### src/rtl/instr_encoder.sv
// Packs an operation select plus register/immediate fields into a 32-bit ISA word
// and streams the words into imem through a 2-entry FIFO with ready/valid on both sides.
module instr_encoder #(
  parameter int ADDR_W = 12
) (
  input  logic              clock,
  input  logic              reset_n,
  input  logic              in_valid,
  output logic              in_ready,
  input  logic [4:0]        op_sel,
  input  logic [4:0]        rd,
  input  logic [4:0]        rs,
  input  logic [4:0]        rt,
  input  logic [4:0]        shamt,
  input  logic [16:0]       imm,
  input  logic [26:0]       target,
  input  logic              addr_load,
  input  logic [ADDR_W-1:0] addr_base,
  output logic              wr_valid,
  input  logic              wr_ready,
  output logic [ADDR_W-1:0] wr_addr,
  output logic [31:0]       wr_data,
  output logic              err_illegal,
  output logic [15:0]       wr_count
);

  typedef enum logic [1:0] {
    FMT_R,
    FMT_I,
    FMT_JI,
    FMT_JII
  } fmt_e;

  fmt_e        fmt;
  logic [4:0]  opcode;
  logic [4:0]  alu_op;
  logic        use_shamt;
  logic        legal;
  logic [31:0] enc_word;

  always_comb begin
    fmt       = FMT_R;
    opcode    = 5'b00000;
    alu_op    = 5'd0;
    use_shamt = 1'b0;
    legal     = 1'b1;
    case (op_sel)
      5'd0:  alu_op = 5'd0;
      5'd1:  begin opcode = 5'b00101; fmt = FMT_I; end
      5'd2:  alu_op = 5'd1;
      5'd3:  alu_op = 5'd2;
      5'd4:  alu_op = 5'd3;
      5'd5:  begin alu_op = 5'd4; use_shamt = 1'b1; end
      5'd6:  begin alu_op = 5'd5; use_shamt = 1'b1; end
      5'd7:  alu_op = 5'd6;
      5'd8:  alu_op = 5'd7;
      5'd9:  begin opcode = 5'b00111; fmt = FMT_I; end
      5'd10: begin opcode = 5'b01000; fmt = FMT_I; end
      5'd11: begin opcode = 5'b00001; fmt = FMT_JI; end
      5'd12: begin opcode = 5'b00010; fmt = FMT_I; end
      5'd13: begin opcode = 5'b00110; fmt = FMT_I; end
      5'd14: begin opcode = 5'b00011; fmt = FMT_JI; end
      5'd15: begin opcode = 5'b00100; fmt = FMT_JII; end
      5'd16: begin opcode = 5'b10110; fmt = FMT_JI; end
      5'd17: begin opcode = 5'b10101; fmt = FMT_JI; end
      default: legal = 1'b0;
    endcase
  end

  // Fields a format does not use are left out entirely rather than masked later.
  always_comb begin
    enc_word = 32'd0;
    case (fmt)
      FMT_R:   enc_word = {opcode, rd, rs, rt, (use_shamt ? shamt : 5'd0), alu_op, 2'b00};
      FMT_I:   enc_word = {opcode, rd, rs, imm};
      FMT_JI:  enc_word = {opcode, target};
      FMT_JII: enc_word = {opcode, rd, 22'd0};
      default: enc_word = 32'd0;
    endcase
  end

  logic [31:0]       mem_q [2];
  logic [31:0]       mem_d [2];
  logic              wptr_q, wptr_d;
  logic              rptr_q, rptr_d;
  logic [1:0]        cnt_q, cnt_d;
  logic [ADDR_W-1:0] addr_q, addr_d;
  logic [15:0]       count_q, count_d;
  logic              err_q, err_d;
  logic              accept, push, pop;

  // in_ready comes from the registered occupancy, so a same-cycle pop never admits a push.
  assign in_ready = (cnt_q != 2'd2);
  assign wr_valid = (cnt_q != 2'd0);
  assign wr_data  = wr_valid ? mem_q[rptr_q] : 32'd0;
  assign wr_addr  = addr_q;
  assign wr_count = count_q;
  assign err_illegal = err_q;

  assign accept = in_valid & in_ready;
  assign push   = accept & legal;
  assign pop    = wr_valid & wr_ready;

  always_comb begin
    mem_d  = mem_q;
    wptr_d = wptr_q;
    rptr_d = rptr_q;
    cnt_d  = cnt_q;
    if (push) begin
      mem_d[wptr_q] = enc_word;
      wptr_d        = ~wptr_q;
    end
    if (pop) begin
      rptr_d = ~rptr_q;
    end
    case ({push, pop})
      2'b10:   cnt_d = cnt_q + 2'd1;
      2'b01:   cnt_d = cnt_q - 2'd1;
      default: cnt_d = cnt_q;
    endcase
  end

  always_comb begin
    addr_d  = addr_q;
    count_d = count_q;
    err_d   = accept & ~legal;
    if (addr_load) begin
      addr_d = addr_base;
    end else if (pop) begin
      addr_d = addr_q + 1'b1;
    end
    if (pop && count_q != 16'hFFFF) begin
      count_d = count_q + 16'd1;
    end
  end

  always_ff @(posedge clock or negedge reset_n) begin
    if (!reset_n) begin
      mem_q[0] <= 32'd0;
      mem_q[1] <= 32'd0;
      wptr_q   <= 1'b0;
      rptr_q   <= 1'b0;
      cnt_q    <= 2'd0;
      addr_q   <= '0;
      count_q  <= 16'd0;
      err_q    <= 1'b0;
    end else begin
      mem_q   <= mem_d;
      wptr_q  <= wptr_d;
      rptr_q  <= rptr_d;
      cnt_q   <= cnt_d;
      addr_q  <= addr_d;
      count_q <= count_d;
      err_q   <= err_d;
    end
  end

endmodule

### config.mk
export PLATFORM = sky130hd
export DESIGN_NAME = instr_encoder
export DESIGN_NICKNAME = d
export VERILOG_FILES = /design/src/rtl/instr_encoder.sv
export SDC_FILE = /design/constraint.sdc
export NUM_CORES = 1
export LEC_CHECK = 0
export BUFFER_PORTS_ARGS = -buffer_cell sky130_fd_sc_hd__buf_2
export CORE_MARGIN = 4
export CORE_UTILIZATION = 35
export CTS_CLUSTER_SIZE = 30
export DETAILED_ROUTE_END_ITERATION = 8
export GPL_TIMING_DRIVEN = 0
export PLACE_DENSITY_LB_ADDON = 0.2
export SLEW_MARGIN = 20
export SYNTH_ARGS = -nofsm -noshare
export SYNTH_HDL_FRONTEND = slang
export SYNTH_SLANG_ARGS = --single-unit
### constraint.sdc
create_clock -name clock -period 2.3 [get_ports clock]
set_input_delay 0.115 -clock clock [delete_from_list [all_inputs] [get_ports clock]]
set_output_delay 0.115 -clock clock [all_outputs]
set_load 0.02 [all_outputs]
==> impl_metrics.py <==
metrics = {
    "outcome": {
        "outcome": "finished clean",
    },
    "die": {
        "io_pins": 149,
        "die_h_um": 130,
        "dieArea_sq_um": 16900,
        "core_sq_um": 14600,
        "start_util": 0.358,
        "num_rows": 44,
        "die-width_um": 130,
    },
    "layout": {
        "final_cells": 907,
        "nFillCells": 1437,
        "diodes": 0,
        "syn_to_final_growth_pct": 26.9,
        "num-nets-final": 807,
        "stdcell_area_sq_um": 6620,
        "layout-drive-gt1-share": 0.302,
    },
    "logic_synthesis": {
        "syn_avg_cell_area_sq_um": 9.49,
        "synth.largest_area_cell": "dfrtp_1",
        "syn_nets": 639,
        "synth_async_sr_flop_share": 1.00,
        "yosys_register_bits": 97,
        "ys_types": 60,
        "synth.cell_area_sq_um": 5220,
        "synth_top_area_frac": 0.465,
        "ys.flop_type": "dfrtp_1",
        "synth.area.top_cells": "dfrtp_1, mux2i_1, nand2_1",
        "yosysWarnings": 0,
        "syn_inst": 550,
        "synth_edf_count": 0,
        "seq_area_frac_synth": 0.465,
    },
    "detailed_routing": {
        "wirelength_um": 15000,
        "dr.pass1.iters": 4,
        "vias": 4661,
        "drt_iter0_drc": 221,
        "vias_per_cell": 5.14,
        "drc": 0,
        "wire_per_inst_um": 16.5,
        "ant_nets": 0,
    },
    "sta": {
        "drv_slew": 0,
        "hold_viol": 0,
        "finalSetupTns_ns": 0,
        "relSlewSlack": 0.515,
        "period_share": 0.898,
        "hold-worst-slack_ns": 0.0214,
        "setup_violations": 0,
        "fin_crit_ns": 2.06,
        "skew_ns": 0.00360,
        "timing.fmax_mhz": 484,
        "rsz0062_at_grt": "no",
        "worst_slew_pin_slew_ns": 0.722,
    },
    "power": {
        "peakVddDrop_v": 0.000526,
        "powerDensity_nw_per_um2": 1100,
        "p_leak_nw": 3.20,
    },
    "critical_path": {
        "setup.worst_path.end_class": "flip-flop",
        "r2r_cells": 4,
        "critPathLaunchType": "flip-flop",
        "cp.arrival_ns": 2.29,
        "critical_path_class": "flip-flop to flip-flop",
        "critPathMaxFanout": 10,
        "required_ns": 2.53,
    },
    "grt": {
        "grt_max_degree": 58,
        "overflow": 0,
        "antenna_found_initial": 0,
        "grt_usage": 0.179,
        "grt_pass1_vias": 4596,
        "grt_first_pass_wirelength_um": 23700,
    },
    "cts": {
        "clkTransAtPathRegs_ns": 0.06,
        "cts_buffers": 9,
        "insertion_delay_ns": 0.34,
        "tritoncts": "built",
        "cts_buffer_depth": 2,
        "cts_num_sinks": 97,
        "post_cts_buffers": 0,
        "cts_root_buffer": "clkbuf_16",
        "post_cts_resized": 0,
        "htreeDepth": 3,
    },
    "place": {
        "numPortBuffers": 143,
        "place_hpwl_um": 11100,
        "place.gp.congestion": 0.866,
        "dp_cells": 878,
        "placed_area_sq_um": 6200,
    },
    "hold_path": {
        "min_delay_path_depth": 3,
        "hold_class": "input pin to flip-flop",
    },
    "job": {
        "maxCapViolations": 0,
    },
}
-- Yosys cell counts (all sizes together), types with 2 or more instances --
library cell  instances
a21oi                 4
a222oi                5
a22oi                10
a31oi                10
and2                  5
and3                  5
buf                  21
clkbuf               13
dfrtp                97
ha                    3
inv                   8
mux2                  8
mux2i                38
nand2                91
nand2b                4
nand3                11
nand3b                2
nand4                 8
nor2                 58
nor2b                 2
nor3                  6
nor4                  4
o21ai                79
o31ai                11
or2                   3
or3                   2
xnor2                22
xor2                  8
-- report_power, final --
part | total, mW | switching (mW) | internal [mW]
Sequential | 2.72 | 0.399 | 2.32
Combinational | 3.11 | 1.93 | 1.17
Clock | 1.47 | 0.621 | 0.849
Total | 7.29 | 2.95 | 4.34
-- cell usage in the layout (no fill, tap or decap), drive strengths merged, types with 2 or more instances in the layout --
cell | synthesis | routed
a21oi | 4 | 4
nand4 | 8 | 8
clkinv | 0 | 2
a222oi | 5 | 5
nand2b | 4 | 4
nand2 | 91 | 91
xor2 | 8 | 8
inv | 8 | 8
or2 | 3 | 3
nor4 | 4 | 4
o31ai | 11 | 11
and3 | 5 | 5
mux2i | 38 | 38
o21ai | 79 | 79
clkbuf | 13 | 27
nand3 | 11 | 11
ha | 3 | 3
dfrtp | 97 | 97
nor2 | 58 | 58
nor2b | 2 | 2
a22oi | 10 | 10
nand3b | 2 | 2
and2 | 5 | 5
nor3 | 6 | 6
buf | 21 | 165
xnor2 | 22 | 22
mux2 | 8 | 8
a31oi | 10 | 10
dlygate4sd3 | 0 | 13
or3 | 2 | 2
-- logic make-up (layout without fill, tap and decap cells) --
kind of cell	Yosys count	after routing	synth area share
and+or+nand+nor	206	206	0.188
AOI/OAI and AO/OA	126	126	0.157
DFF	97	97	0.465
muxes	46	46	0.0901
buffers and inverters	42	215	0.0429
xor gates and xnor gates	30	30	0.0503
adders and majority gates	3	3	0.00719
-- sequential cells by signal, summed over array words and instances (netlist names) --
signal       count
rptr_q           1
wptr_q           1
wr_count        16
wr_addr         12
mem_q           64
cnt_q            2
err_illegal      1
-- stage by stage --
stage	power (mW)	util	worst slack, ns
after floorplan	4.79	-	0.535
after global placement	5.78	0.423	0.134
after detailed placement	5.88	0.425	0.256
after CTS	7.38	0.454	0.146
after global routing	7.81	0.454	0.107
final	7.29	0.454	0.235
-- worst max-delay path, cell delays in order (launching register included) --
cell and delay (ns):
dfrtp_1 0.44, nand2b_1 0.27, nand4_1 0.27, clkbuf_1 0.57, mux2_2 0.41
-- routing by layer --
metal,global-route usage,wire (um),vias up
met5,0,0,-
li1,-,-,2258
met3,0.0471,821,17
met4,0.0495,241,0
met2,0.298,7290,125
met1,0.232,6610,2261
-- timing repair --
| action | in CTS | in global routing |
|---|---|---|
| endpoints found under the hold margin | 52 | 0 |
| hold buffers | 13 | 0 |
| endpoints found under the setup margin | 0 | 0 |
-- final timing paths --
path / start / end / slack [ns]
setup / recovery: cnt_q[0]$_DFFE_PN0P_ / mem_q[4]$_DFFE_PN0P_ / 0.24
max in group asynchronous: reset_n / mem_q[5]$_DFFE_PN0P_ / 1.43
hold reg to reg: mem_q[54]$_DFFE_PN0P_ / mem_q[54]$_DFFE_PN0P_ / 0.48
setup reg to reg: cnt_q[0]$_DFFE_PN0P_ / mem_q[4]$_DFFE_PN0P_ / 0.24
hold / removal: in_valid / err_illegal$_DFF_PN0_ / 0.02
min in group asynchronous: reset_n / mem_q[54]$_DFFE_PN0P_ / 0.26
-- layout make-up --
| type | instances | area (sq um) | area share |
|---|---|---|---|
| clock buffer | 14 | 284 | 0.0429 |
| tap | 184 | 230 | 0.0348 |
| buffer | 34 | 194 | 0.0293 |
| clock inverter | 2 | 10.0 | 0.00151 |
| sequential | 97 | 2430 | 0.367 |
| timing repair buffer | 157 | 880 | 0.133 |
| multi-input combinational | 411 | 2570 | 0.388 |
| inverter | 8 | 30.0 | 0.00453 |
No activity file was read; power rests on OpenSTA's default activity.
